--- src/rtl/fetch_pkg.sv ---
// Shared widths, opcode constant and buffer entry type for the instruction-fetch block.
package fetch_pkg;

    localparam int IW_W = 16;
    localparam int PC_W = 8;

    localparam logic [3:0] OPC_J = 4'b0010;

    typedef struct packed {
        logic [IW_W-1:0] iw;
        logic [PC_W-1:0] pc;
    } fetch_entry_t;

endpackage

--- src/rtl/fetch_buf.sv ---
// Two-entry FIFO between fetch and decode; entry 0 is always the head, so head
// outputs come straight from a flop.
module fetch_buf
    import fetch_pkg::*;
#(
    parameter int DEPTH = 2,
    parameter int CNT_W = $clog2(DEPTH + 1)
) (
    input  logic         clk,
    input  logic         rst_n,
    input  logic         push,
    input  fetch_entry_t push_entry,
    input  logic         pop,
    input  logic         flush,
    output fetch_entry_t head,
    output logic         valid,
    output logic         full
);

    fetch_entry_t     entry_q [DEPTH];
    fetch_entry_t     entry_d [DEPTH];
    logic [CNT_W-1:0] count_q;
    logic [CNT_W-1:0] count_d;
    logic [CNT_W-1:0] wr_idx;
    logic             pop_ok;
    logic             push_ok;

    assign full  = (count_q == CNT_W'(DEPTH));
    assign valid = (count_q != '0);
    assign head  = entry_q[0];

    always_comb begin
        pop_ok  = pop && valid;
        push_ok = push && !flush && (!full || pop_ok);
        // Slot to write once the pop (if any) has shifted entry 1 into the head.
        wr_idx  = count_q - CNT_W'(pop_ok);
        entry_d = entry_q;
        count_d = count_q;
        if (flush) begin
            count_d = '0;
        end else begin
            if (pop_ok) begin
                entry_d[0] = entry_q[1];
            end
            if (push_ok) begin
                if (wr_idx == '0) begin
                    entry_d[0] = push_entry;
                end else begin
                    entry_d[1] = push_entry;
                end
            end
            count_d = count_q + CNT_W'(push_ok) - CNT_W'(pop_ok);
        end
    end

    always_ff @(posedge clk or negedge rst_n) begin
        if (!rst_n) begin
            count_q <= '0;
            for (int i = 0; i < DEPTH; i++) begin
                entry_q[i] <= '0;
            end
        end else begin
            count_q <= count_d;
            for (int i = 0; i < DEPTH; i++) begin
                entry_q[i] <= entry_d[i];
            end
        end
    end

endmodule

--- src/rtl/imem_fetch_ctrl.sv ---
// PC sequencing, redirect arbitration and fetch-to-decode buffering for the 256x16 imem.
// Optional fetch-stage jump resolution: define IMEM_FETCH_PREDECODE_JUMP_EN.
module imem_fetch_ctrl
    import fetch_pkg::*;
#(
    parameter logic [PC_W-1:0] RESET_PC = 8'h00,
    parameter int              DEPTH    = 2
) (
    input  logic            clk,
    input  logic            rst_n,
    output logic [PC_W-1:0] imem_addr,
    input  logic [IW_W-1:0] imem_iw,
    output logic            inst_valid,
    input  logic            inst_ready,
    output logic [IW_W-1:0] inst,
    output logic [PC_W-1:0] inst_pc,
    input  logic            redirect_valid,
    input  logic [PC_W-1:0] redirect_pc,
    input  logic            fetch_en
);

    logic [PC_W-1:0] pc_q;
    logic [PC_W-1:0] pc_d;
    logic            pop;
    logic            push;
    logic            full;
    logic            is_jump;
    fetch_entry_t    push_entry;
    fetch_entry_t    head;

    assign imem_addr  = pc_q;
    assign pop        = inst_valid && inst_ready;
    assign push       = fetch_en && !redirect_valid && (!full || pop);
    assign push_entry = '{iw: imem_iw, pc: pc_q};
    assign inst       = head.iw;
    assign inst_pc    = head.pc;

    always_comb begin
`ifdef IMEM_FETCH_PREDECODE_JUMP_EN
        is_jump = (imem_iw[15:12] == OPC_J);
`else
        is_jump = 1'b0;
`endif
        pc_d = pc_q;
        if (redirect_valid) begin
            pc_d = redirect_pc;
        end else if (push) begin
            pc_d = is_jump ? imem_iw[PC_W-1:0] : pc_q + PC_W'(1);
        end
    end

    always_ff @(posedge clk or negedge rst_n) begin
        if (!rst_n) begin
            pc_q <= RESET_PC;
        end else begin
            pc_q <= pc_d;
        end
    end

    fetch_buf #(
        .DEPTH (DEPTH)
    ) u_buf (
        .clk        (clk),
        .rst_n      (rst_n),
        .push       (push),
        .push_entry (push_entry),
        .pop        (pop),
        .flush      (redirect_valid),
        .head       (head),
        .valid      (inst_valid),
        .full       (full)
    );

endmodule
--- config.mk ---
export PLATFORM = sky130hd
export DESIGN_NAME = imem_fetch_ctrl
export DESIGN_NICKNAME = d
export VERILOG_FILES = /design/src/rtl/fetch_pkg.sv /design/src/rtl/fetch_buf.sv /design/src/rtl/imem_fetch_ctrl.sv
export SDC_FILE = /design/constraint.sdc
export NUM_CORES = 1
export LEC_CHECK = 0
export ABC_AREA = 0
export BUFFER_PORTS_ARGS = -buffer_cell sky130_fd_sc_hd__clkbuf_2
export CAP_MARGIN = 10
export CORE_ASPECT_RATIO = 0.9
export CORE_MARGIN = 1
export CORE_UTILIZATION = 42
export DETAILED_ROUTE_END_ITERATION = 8
export PLACE_DENSITY = 0.73
export SLEW_MARGIN = 10
export SYNTH_ARGS = -nofsm -noshare
export SYNTH_HDL_FRONTEND = slang
export SYNTH_SLANG_ARGS = --single-unit
export TNS_END_PERCENT = 50
--- constraint.sdc ---
create_clock -name clk -period 3.38 [get_ports clk]
set_input_delay 0.676 -clock clk [delete_from_list [all_inputs] [get_ports clk]]
set_output_delay 0.676 -clock clk [all_outputs]
set_load 0.02 [all_outputs]
==> qor.csv <==
metric;value;unit
outcome;finished clean;
yosysWarnings;0;
detail_route.iter0.violations;194;
gr-usage-all-layers;20.2;%
syn-cell-area;3200;um2
dr_wl_met3;490;um
rsz0062_at_grt;no;
yosys.cell_types.count;38;
clock_latency;0.34;ns
antenna_cells;0;
hold_class;input pin to asynchronous set/reset pin;
syn_nets;353;
post_cts_resized;0;
critPathTopFamily;simple AND/OR/NAND/NOR gates;
path_depth;5;
die_w;94.1;um
grt_max_degree;50;
worst_setup_path_start_kind;flip-flop;
syn_avg_cell_area;10.0;um2
postLayoutCoreUtil;50.3;%
vias_per_cell;5.67;
die_h;84.9;um
worst_slew_pin_slew;1.02;ns
required;3.54;ns
ir_drop;653;uV
fill_cells;679;
cp-end-kind;flip-flop;
htreeDepth;3;
final.setup.tns;0;ns
finalSetupViolations;0;
final_cell_mix;clkbuf_2, dfrtp_1, inv_1;
cts_root_buffer;clkbuf_8;
grt_pass1_vias;2416;
max_stage_delay;0.88;ns
grt_pass1_wl;12200;um
antenna_found_initial;0;
antenna_left;0;
cts.sinks;58;
row_count;29;
ys_seq_area_share;45.3;%
powerDensity;906;nW/um2
worst-r2r-setup-slack;0.75;ns
synth-seq-cells;58;
port_buffers;61;
maxCapViolations;0;
cts_buffer_depth;2;
clk_pin_slew;0.07;ns
vias;2533;
grt-ovfl-total;0;
slew_viol_final;0;
slew-limit-headroom;32.0;%
initial_core_util;44.4;%
coreArea;7220;um2
holdWs;0.208;ns
cts_tree;yes;
min_period_over_period;77.9;%
worst_clock_skew;0.00801;ns
routed_wl;7520;um
hpwl;4890;um
area.growth.synth_to_final;13.3;%
io_pins;62;
first_pass_iters;4;
worstSetupPathType;flip-flop to flip-flop;
hold_viol;0;
postSynthCellCount;320;
reg2reg_depth;5;
crit_chain;o21ai_1 -> inv_1 -> ha_1 -> and4_1 -> o221ai_1;
mostFrequentLayoutCell;clkbuf_2;
worstPathMaxFanout;24;
p_leak;1.66;nW
gp_routability_congestion;0.825;
fin_crit;2.63;ns
cts_hold_buf;0;
crit_slowest_cell;and4_1;
crit_buf_inv;1;
clock.fmax;380;MHz
routed.top_layer;met4;
post_drt_wl_per_cell;16.8;um
cts_buffers;9;
arrival;2.80;ns
wl_met2;3790;um
route.detailed.drc;0;
dieArea;7980;um2
postCtsSetupRepairBufs;0;
fin_nets;382;
drive_above_1_share;32.5;%
routedLengthMet1;3160;um
[per-layer routing]
layer,track usage [%],vias to the layer above
li1,-,1191
met1,26.2,1257
met2,32.6,76
met3,6.45,9
met4,5.87,0
met5,0,-
[state kept, by name (all words and copies together) (netlist names)]
signal,count
u_buf.entry_q,24
u_buf.head,24
imem_addr,8
u_buf.count_q,2
[area by class of cell]
class / count / area, um2 / area share [%]
sequential: 58 / 1450 / 40.0
inverter: 30 / 113 / 3.10
tap: 93 / 116 / 3.20
clock buffer: 12 / 165 / 4.55
clock inverter: 4 / 72.6 / 2.00
timing repair buffer: 70 / 373 / 10.3
multi-input combinational: 180 / 1340 / 36.9
[through the flow]
stage	instances	power, W	instance area, um2	setup WS, ns
after CTS	447	0.00331	3630	0.754
after detailed placement	431	0.00255	3390	0.524
after floorplan	320	0.00231	3200	0.577
final	447	0.00329	3630	0.748
after global placement	431	0.00250	3390	0.591
after global routing	447	0.00351	3630	0.525
[synthesized netlist by cell type]
library cell | n | area, um2
inv_1 | 30 | 113
xor2_1 | 1 | 8.76
buf_4 | 24 | 180
nand3b_1 | 1 | 7.51
nor3b_1 | 1 | 7.51
a221o_1 | 2 | 20.0
a2111oi_4 | 1 | 27.5
buf_6 | 2 | 22.5
buf_1 | 2 | 7.51
nor2_1 | 6 | 22.5
ha_1 | 4 | 50.1
a31oi_1 | 3 | 18.8
xnor2_1 | 1 | 8.76
or3b_2 | 1 | 8.76
mux2i_1 | 1 | 10.0
mux2_2 | 23 | 259
clkbuf_1 | 22 | 82.6
o31ai_1 | 3 | 22.5
xnor2_2 | 1 | 16.3
dfrtp_1 | 58 | 1450
and2_1 | 24 | 150
o311ai_0 | 2 | 17.5
o21ai_0 | 25 | 125
nand3_1 | 5 | 25.0
or4_1 | 2 | 15.0
o221ai_1 | 24 | 210
and3_1 | 1 | 6.26
and4_1 | 1 | 8.76
nor2b_1 | 5 | 31.3
nand4_1 | 26 | 163
a22oi_1 | 1 | 7.51
or4bb_1 | 1 | 11.3
a311o_1 | 2 | 20.0
buf_2 | 2 | 10.0
o21ai_1 | 1 | 5.00
nand2_1 | 6 | 22.5
nor4_1 | 3 | 18.8
or2_2 | 2 | 12.5
[cell families after synthesis]
family | count (synthesis) | share of synthesized area, %
AO/OA/AOI/OAI | 64 | 14.8
XOR/XNOR | 3 | 1.05
adder cells (fa/ha/maj) | 4 | 1.56
buffers and inverters | 82 | 13.0
flip-flops | 58 | 45.3
multiplexers | 24 | 8.40
AND/OR/NAND/NOR | 85 | 15.9
[worst paths after layout]
check | start | endpoint
worst max-delay path | u_buf.count_q[1] | u_buf.head[4]
worst min-delay path | rst_n | u_buf.head[0]
worst max register to register | u_buf.count_q[1] | u_buf.head[4]
worst min register to register | u_buf.entry_q[18] | u_buf.entry_q[18]
max in group asynchronous | rst_n | u_buf.entry_q[4]
min in group clk | u_buf.entry_q[18] | u_buf.entry_q[18]
[where the power goes]
group	switching (W)	internal, W	total, W
clock	0.000286	0.000474	0.000760
combinational	0.000779	0.000574	0.00135
sequential	0.000181	0.000997	0.00118
total	0.00125	0.00204	0.00329
Note: power is estimated with default switching activity, not from simulation.
